`config.mk`:
```
export PLATFORM = sky130hd
export DESIGN_NAME = mem_stage_nb
export DESIGN_NICKNAME = d
export VERILOG_FILES = /design/src/rtl/mem_stage_nb.sv
export SDC_FILE = /design/constraint.sdc
export NUM_CORES = 1
export LEC_CHECK = 0
export CORE_UTILIZATION = 58
export CTS_CLUSTER_DIAMETER = 80
export DETAILED_ROUTE_END_ITERATION = 10
export PLACE_DENSITY = 0.89
export SLEW_MARGIN = 5
export SYNTH_ARGS = -nofsm -noshare
export SYNTH_HDL_FRONTEND = slang
export SYNTH_SLANG_ARGS = --single-unit
```
`constraint.sdc`:
```
create_clock -name clk -period 10.3 [get_ports clk]
set_input_delay 2.06 -clock clk [delete_from_list [all_inputs] [get_ports clk]]
set_output_delay 2.06 -clock clk [all_outputs]
set_load 0.01 [all_outputs]
```
`src/rtl/mem_stage_nb.sv`:
```
// Non-blocking MEM stage: an in-order queue of in-flight instructions, in-order
// matching of data-SRAM responses to waiting loads, load extraction, and flush
// handling that absorbs the responses still owed to killed loads.
module mem_stage_nb #(
    parameter int DEPTH = 2,
    parameter int EXC_W = 7,
    parameter int CNT_W = $clog2(DEPTH + 1)
) (
    input  logic             clk,
    input  logic             resetn,
    input  logic             es_to_ms_valid,
    output logic             ms_allowin,
    input  logic [31:0]      es_pc,
    input  logic             es_res_from_mem,
    input  logic             es_rf_we,
    input  logic [4:0]       es_rf_waddr,
    input  logic [31:0]      es_alu_result,
    input  logic [4:0]       es_ld_op,
    input  logic             es_req_issued,
    input  logic             es_csr_re,
    input  logic [EXC_W-1:0] es_except,
    input  logic             ws_allowin,
    output logic             ms_to_ws_valid,
    output logic [31:0]      ms_pc,
    output logic             ms_rf_we,
    output logic [4:0]       ms_rf_waddr,
    output logic [31:0]      ms_rf_wdata,
    output logic             ms_csr_re,
    output logic [EXC_W-1:0] ms_except,
    input  logic             data_sram_data_ok,
    input  logic [31:0]      data_sram_rdata,
    input  logic             except_flush,
    output logic             ms_ld_pending,
    output logic [CNT_W-1:0] ms_occupancy
);
    localparam int PTR_W = $clog2(DEPTH);
    localparam int SUM_W = CNT_W + 1;

    // Entry payload
    logic [31:0]      pc_reg    [DEPTH];
    logic [31:0]      alu_reg   [DEPTH];
    logic [31:0]      data_reg  [DEPTH];
    logic [4:0]       waddr_reg [DEPTH];
    logic [4:0]       ldop_reg  [DEPTH];
    logic [EXC_W-1:0] exc_reg   [DEPTH];
    logic [DEPTH-1:0] rfm_reg, rfwe_reg, csr_reg;
    // Entry status
    logic [DEPTH-1:0] valid_reg, wait_reg, got_reg;

    logic [PTR_W-1:0] head_reg, tail_reg;
    logic [CNT_W-1:0] count_reg, count_next;
    logic [CNT_W-1:0] discard_reg, discard_next;

    logic [DEPTH-1:0] pend, pend_keep, ldq;
    logic             route_found, route_en, head_hit, head_ready;
    logic [PTR_W-1:0] route_idx, scan_idx;
    logic [CNT_W-1:0] pend_cnt;
    logic             push, pop, disc_dec;
    logic [SUM_W-1:0] disc_sum;
    logic [31:0]      ld_src, ld_val;
    logic [15:0]      half_sel;
    logic [7:0]       byte_sel;
    logic [1:0]       addr_lo;
    logic [4:0]       head_op;

    // Per-entry status decode: waiting for data, and holding a load
    generate
        for (genvar gi = 0; gi < DEPTH; gi++) begin : g_entry
            assign pend[gi]      = valid_reg[gi] & wait_reg[gi] & ~got_reg[gi];
            assign ldq[gi]       = valid_reg[gi] & rfm_reg[gi];
            assign pend_keep[gi] = pend[gi] & ~(route_en && (route_idx == PTR_W'(gi)));
        end
    endgenerate

    // Find the oldest entry still owed a response (scan from youngest so oldest wins)
    always_comb begin
        route_found = 1'b0;
        route_idx   = '0;
        scan_idx    = '0;
        for (int k = DEPTH - 1; k >= 0; k--) begin
            scan_idx = head_reg + PTR_W'(k);
            if (pend[scan_idx]) begin
                route_found = 1'b1;
                route_idx   = scan_idx;
            end
        end
    end

    assign route_en   = data_sram_data_ok && (discard_reg == '0) && route_found;
    assign head_hit   = route_en && (route_idx == head_reg);
    assign head_ready = valid_reg[head_reg] &
                        (~wait_reg[head_reg] | got_reg[head_reg] | head_hit);

    assign ms_allowin = (count_reg < CNT_W'(DEPTH)) & ~except_flush;
    assign push       = es_to_ms_valid & ms_allowin;
    assign pop        = head_ready & ws_allowin;

    // Occupancy and discard bookkeeping; a flush adds every still-owed response
    always_comb begin
        pend_cnt = '0;
        for (int i = 0; i < DEPTH; i++) begin
            pend_cnt = pend_cnt + CNT_W'(pend_keep[i]);
        end
        disc_dec = data_sram_data_ok && (discard_reg != '0);
        disc_sum = {1'b0, discard_reg} - SUM_W'(disc_dec)
                 + (except_flush ? {1'b0, pend_cnt} : SUM_W'(0));
        discard_next = (disc_sum > SUM_W'(DEPTH)) ? CNT_W'(DEPTH) : disc_sum[CNT_W-1:0];
        count_next = count_reg;
        if (push && !pop) begin
            count_next = count_reg + CNT_W'(1);
        end else if (!push && pop) begin
            count_next = count_reg - CNT_W'(1);
        end
    end

    // Load extraction from the bypassed response or the head's buffered data
    always_comb begin
        ld_src   = head_hit ? data_sram_rdata : data_reg[head_reg];
        addr_lo  = alu_reg[head_reg][1:0];
        head_op  = ldop_reg[head_reg];
        half_sel = addr_lo[1] ? ld_src[31:16] : ld_src[15:0];
        byte_sel = ld_src[{addr_lo, 3'b000} +: 8];
        ld_val   = '0;
        if (head_op[4]) begin
            ld_val = ld_src;
        end else if (head_op[3]) begin
            ld_val = {{16{half_sel[15]}}, half_sel};
        end else if (head_op[2]) begin
            ld_val = {16'h0000, half_sel};
        end else if (head_op[1]) begin
            ld_val = {{24{byte_sel[7]}}, byte_sel};
        end else if (head_op[0]) begin
            ld_val = {24'h000000, byte_sel};
        end
    end

    assign ms_to_ws_valid = head_ready;
    assign ms_pc          = pc_reg[head_reg];
    assign ms_rf_we       = head_ready & rfwe_reg[head_reg];
    assign ms_rf_waddr    = waddr_reg[head_reg];
    assign ms_rf_wdata    = rfm_reg[head_reg] ? ld_val : alu_reg[head_reg];
    assign ms_csr_re      = csr_reg[head_reg];
    assign ms_except      = valid_reg[head_reg] ? exc_reg[head_reg] : '0;
    assign ms_ld_pending  = |ldq;
    assign ms_occupancy   = count_reg;

    // Queue state: flush beats push; response capture, pop and push otherwise
    always_ff @(posedge clk) begin
        if (!resetn) begin
            head_reg    <= '0;
            tail_reg    <= '0;
            count_reg   <= '0;
            discard_reg <= '0;
            valid_reg   <= '0;
            wait_reg    <= '0;
            got_reg     <= '0;
            rfm_reg     <= '0;
            rfwe_reg    <= '0;
            csr_reg     <= '0;
            for (int i = 0; i < DEPTH; i++) begin
                pc_reg[i]    <= '0;
                alu_reg[i]   <= '0;
                data_reg[i]  <= '0;
                waddr_reg[i] <= '0;
                ldop_reg[i]  <= '0;
                exc_reg[i]   <= '0;
            end
        end else if (except_flush) begin
            head_reg    <= '0;
            tail_reg    <= '0;
            count_reg   <= '0;
            valid_reg   <= '0;
            discard_reg <= discard_next;
        end else begin
            discard_reg <= discard_next;
            count_reg   <= count_next;
            if (route_en) begin
                got_reg[route_idx]  <= 1'b1;
                data_reg[route_idx] <= data_sram_rdata;
            end
            if (pop) begin
                valid_reg[head_reg] <= 1'b0;
                head_reg            <= head_reg + PTR_W'(1);
            end
            if (push) begin
                valid_reg[tail_reg] <= 1'b1;
                wait_reg[tail_reg]  <= es_req_issued;
                got_reg[tail_reg]   <= 1'b0;
                rfm_reg[tail_reg]   <= es_res_from_mem;
                rfwe_reg[tail_reg]  <= es_rf_we;
                csr_reg[tail_reg]   <= es_csr_re;
                pc_reg[tail_reg]    <= es_pc;
                alu_reg[tail_reg]   <= es_alu_result;
                data_reg[tail_reg]  <= '0;
                waddr_reg[tail_reg] <= es_rf_waddr;
                ldop_reg[tail_reg]  <= es_ld_op;
                exc_reg[tail_reg]   <= es_except;
                tail_reg            <= tail_reg + PTR_W'(1);
            end
        end
    end

    // Every response must either be owed to a killed load or have a waiting entry
    always_ff @(posedge clk) begin
        if (resetn && data_sram_data_ok) begin
            assert (discard_reg != '0 || route_found);
        end
    end
endmodule
```
==> qor.yml <==
clock_tree:
  post_cts_gate_resize_count: 0
  post_cts_buffers: 0
  clk_pin_slew_worst_paths_ns: 0.06
  tritoncts_num_sinks: 245
  cts-buffers-inserted: 26
  insertion_delay_ns: 0.53
  root_cell_of_the_clock_tree: "sky130_fd_sc_hd__clkbuf_16"
  clock_tree_from_tritoncts: "done"
  postCtsHoldBufs: 0
  cts_max_path_buffers: 3
  cts_max_level: 1
synthesis:
  yosysMostFrequentCell: "sky130_fd_sc_hd__and2_1"
  number_of_flip_flops_and_latches_in_the_synthesized_netlist: 245
  commonest_cells_in_the_synthesized_netlist: "sky130_fd_sc_hd__and2_1 (165), sky130_fd_sc_hd__edfxtp_1 (162), sky130_fd_sc_hd__mux2i_1 (94), sky130_fd_sc_hd__nor2_1 (87), sky130_fd_sc_hd__dfxtp_1 (83)"
  syn_area_mm2: 0.0120
  synth_ff_type: "sky130_fd_sc_hd__edfxtp_1"
  syn-num-nets: 1139
  yosysWarningCount: 0
  seq_area_frac_synth: 0.545
  netlist.top_cell.by_area: "sky130_fd_sc_hd__edfxtp_1"
  post_synth_edffs: 162
  netlist_instances: 1010
  syn_area_per_cell_um2: 11.9
  netlist.area_leader.share: 0.406
  yosysUniqueCellTypes: 45
  ys_top_cells_by_area: "sky130_fd_sc_hd__edfxtp_1 (41%), sky130_fd_sc_hd__dfxtp_1 (14%), sky130_fd_sc_hd__and2_1 (8.6%)"
  postSynth.asyncResetShare: 0
power:
  power_frac_clock: 0.394
  seqPwrFrac: 0.488
  p_int_mw: 1.74
  leakagePower_nw: 5.78
  netSwitchingFraction: 0.230
  comb_power_share: 0.119
  peakVddDrop_v: 0.000143
  netSwitchingPower_mw: 0.519
  power_mw: 2.26
  p_per_area_mw_per_mm2: 151
setup_path:
  critical-path-max-stage-delay_ns: 0.58
  critical_path.most_common_cell: "sky130_fd_sc_hd__clkdlybuf4s50_1"
  worstSetupStartpointType: "input pin"
  crit_path_kind: "in -> out"
  worst_ep_arrival_time_ns: 5.40
  crit-reg2reg-launch: "head_reg$_SDFFE_PP0P_"
  worst_setup_path_end_kind: "output pin"
  cp_cell_sequence: "clkdlybuf4s50_1 -> or3b_1 -> a21oi_2 -> mux2i_1 -> nand2_1 -> a31oi_1 -> clkdlybuf4s50_1"
  timing.critical_path.required_ns: 8.24
  slowest_stage: "sky130_fd_sc_hd__a21oi_2"
  path_max_fanout: 10
  worstRegToRegCells: 13
  reg2reg_setup_slack_ns: 6.90
  critical_path.reg2reg.endpoint: "discard_reg[1]$_SDFF_PN0_"
placement:
  numPortBuffers: 205
  placed_area_mm2: 0.0142
  dp_hpwl_um: 20300
  gp_congestion: 0.921
  pre_cts_ws_ns: 2.92
hold_path:
  holdCritStartpoint: "csr_reg[0]$_SDFFE_PN0P_"
  timing.hold.worst_endpoint: "csr_reg[0]$_SDFFE_PN0P_"
  hold_path.class: "reg -> reg"
  hold_path_depth: 1
drt:
  detailedRoute.firstIterationViolations: 910
  detail_route.wirelength_um: 31000
  detailedRoute.firstPassIterationCount: 6
  route.detailed.vias_per_inst: 6.02
  num_vias: 8880
  detail_route.wl_per_cell_um: 21.0
  remaining_routing_drc_violations: 0
  drt.antenna.violating_nets: 0
final_layout:
  fin_area_mm2: 0.0150
  drive_above_1_share: 0.122
  nFillCells: 1334
  layout.nets: 1309
  flow.area_growth_from_synthesis_pct: 25.3
die:
  fp.coreArea_mm2: 0.0202
  top_level_ports: 206
  start_util: 0.592
  floorplan.die.height_um: 146
  area_of_the_die_mm2: 0.0212
  floorplan_row_count: 52
  die_w_um: 146
timing:
  final_critical_path_setup_slack_ns: 2.84
  final-hold-violation-count: 0
  finalHoldWorstSlack_ns: 0.485
  finClkSkew_ns: 0.0175
  min_period_ns: 7.46
  timing.final.max_slew_violations: 0
  relSlewSlack: 0.156
  final.period_utilization: 0.724
  grt_setup_unrepaired: "no"
  fin_tns_setup_ns: 0
  highest_clock_rate_mhz: 134
  worstMarginPinSlew_ns: 1.25
  timing.final.setup_violations: 0
outcome:
  run_status: "finished, final reports clean"
global_route:
  number_of_global_route_vias_before_repair: 8786
  number_of_antenna_violations_at_the_first_check_in_global_routing: 3
  largest_net_degree_at_the_start_of_global_routing: 82
  gr-usage-all-layers: 0.286
  grt_first_pass_wirelength_um: 47700
  grt_overflow: 0
run:
  drv.max_cap_violation_count: 0
-- cells in the final DEF (no fill, tap or decap), types with 3 or more instances in the layout --
cell,instances
sky130_fd_sc_hd__a22oi_1,71
sky130_fd_sc_hd__xor2_1,3
sky130_fd_sc_hd__clkinv_1,6
sky130_fd_sc_hd__mux4_2,8
sky130_fd_sc_hd__nand2b_1,4
sky130_fd_sc_hd__nor3_1,4
sky130_fd_sc_hd__a21oi_1,27
sky130_fd_sc_hd__ha_1,5
sky130_fd_sc_hd__nor2_1,84
sky130_fd_sc_hd__o211ai_1,10
sky130_fd_sc_hd__a31oi_1,15
sky130_fd_sc_hd__clkdlybuf4s50_1,205
sky130_fd_sc_hd__a22o_1,33
sky130_fd_sc_hd__mux2_2,73
sky130_fd_sc_hd__mux2i_1,93
sky130_fd_sc_hd__o21a_1,6
sky130_fd_sc_hd__diode_2,4
sky130_fd_sc_hd__clkinv_2,6
sky130_fd_sc_hd__and2_1,165
sky130_fd_sc_hd__nand2_1,30
sky130_fd_sc_hd__buf_4,16
sky130_fd_sc_hd__o21ai_0,3
sky130_fd_sc_hd__clkbuf_16,27
sky130_fd_sc_hd__clkbuf_1,7
sky130_fd_sc_hd__edfxtp_1,162
sky130_fd_sc_hd__a211oi_1,15
sky130_fd_sc_hd__dfxtp_1,82
sky130_fd_sc_hd__inv_1,7
-- kinds of logic (layout without fill, tap and decap cells) --
group                    Yosys count  after routing  synth area share
AO/OA/AOI/OAI                    187            187             0.115
adder cells (fa/ha/maj)            6              6           0.00689
multiplexers                     176            176             0.163
flip-flops                       245            245             0.545
AND/OR/NAND/NOR                  304            304             0.136
buffers and inverters             88            278            0.0312
XOR/XNOR                           4              4           0.00293
other                              0              4                 0
-- stage by stage --
stage	cells	utilization
floorplan	1010	-
global placement	1422	0.701
detailed placement	1422	0.701
CTS	1470	0.741
global route	1471	0.741
finish	1474	0.742
-- worst max-delay path by stage --
| stage | end | depth (start not counted) | from | slack, ns |
|---|---|---|---|---|
| 2_1_floorplan | ms_rf_wdata[21] | 7 | data_sram_data_ok | 4.51 |
| 3_3_place_gp | ms_rf_wdata[14] | 7 | data_sram_data_ok | 3.04 |
| 3_5_place_dp | ms_rf_wdata[8] | 7 | data_sram_data_ok | 2.92 |
| 4_1_cts | ms_rf_wdata[15] | 7 | data_sram_data_ok | 2.92 |
| 5_1_grt | ms_rf_wdata[10] | 7 | data_sram_data_ok | 2.69 |
| 6_report | ms_rf_wdata[8] | 7 | data_sram_data_ok | 2.84 |
-- power groups by stage --
stage	clock network (mW)	registers [mW]	logic, mW
floorplan	0	1.12	0.126
global placement	0	1.12	0.261
global route	0.938	1.11	0.287
CTS	0.898	1.10	0.268
detailed placement	0	1.12	0.266
finish	0.890	1.10	0.268
-- layout make-up --
class / instances / area (um^2) / share of cell area
Inverter: 9 / 36.3 / 0.00242
Sequential cell: 245 / 6530 / 0.435
Antenna cell: 4 / 10.0 / 0.000667
Clock inverter: 12 / 80.1 / 0.00534
Tap cell: 270 / 338 / 0.0225
Timing Repair Buffer: 221 / 2170 / 0.145
Multi-Input combinational cell: 677 / 5110 / 0.340
Clock buffer: 36 / 729 / 0.0486
-- per-layer routing --
metal / vias up / part of all wire / track usage
met1: 4282 / 0.39 / 0.367
met4: 0 / 0.030 / 0.101
met3: 69 / 0.11 / 0.0821
met5: - / 0 / 0
li1: 4064 / - / -
met2: 465 / 0.47 / 0.464
-- critical path: cells and delay by family --
kind	cells	cell delay, ns
buffers and inverters	2	1.06
and+or+nand+nor	2	0.92
AOI/OAI and AO/OA	2	0.89
muxes	1	0.46
No activity file was read; power rests on OpenSTA's default activity.
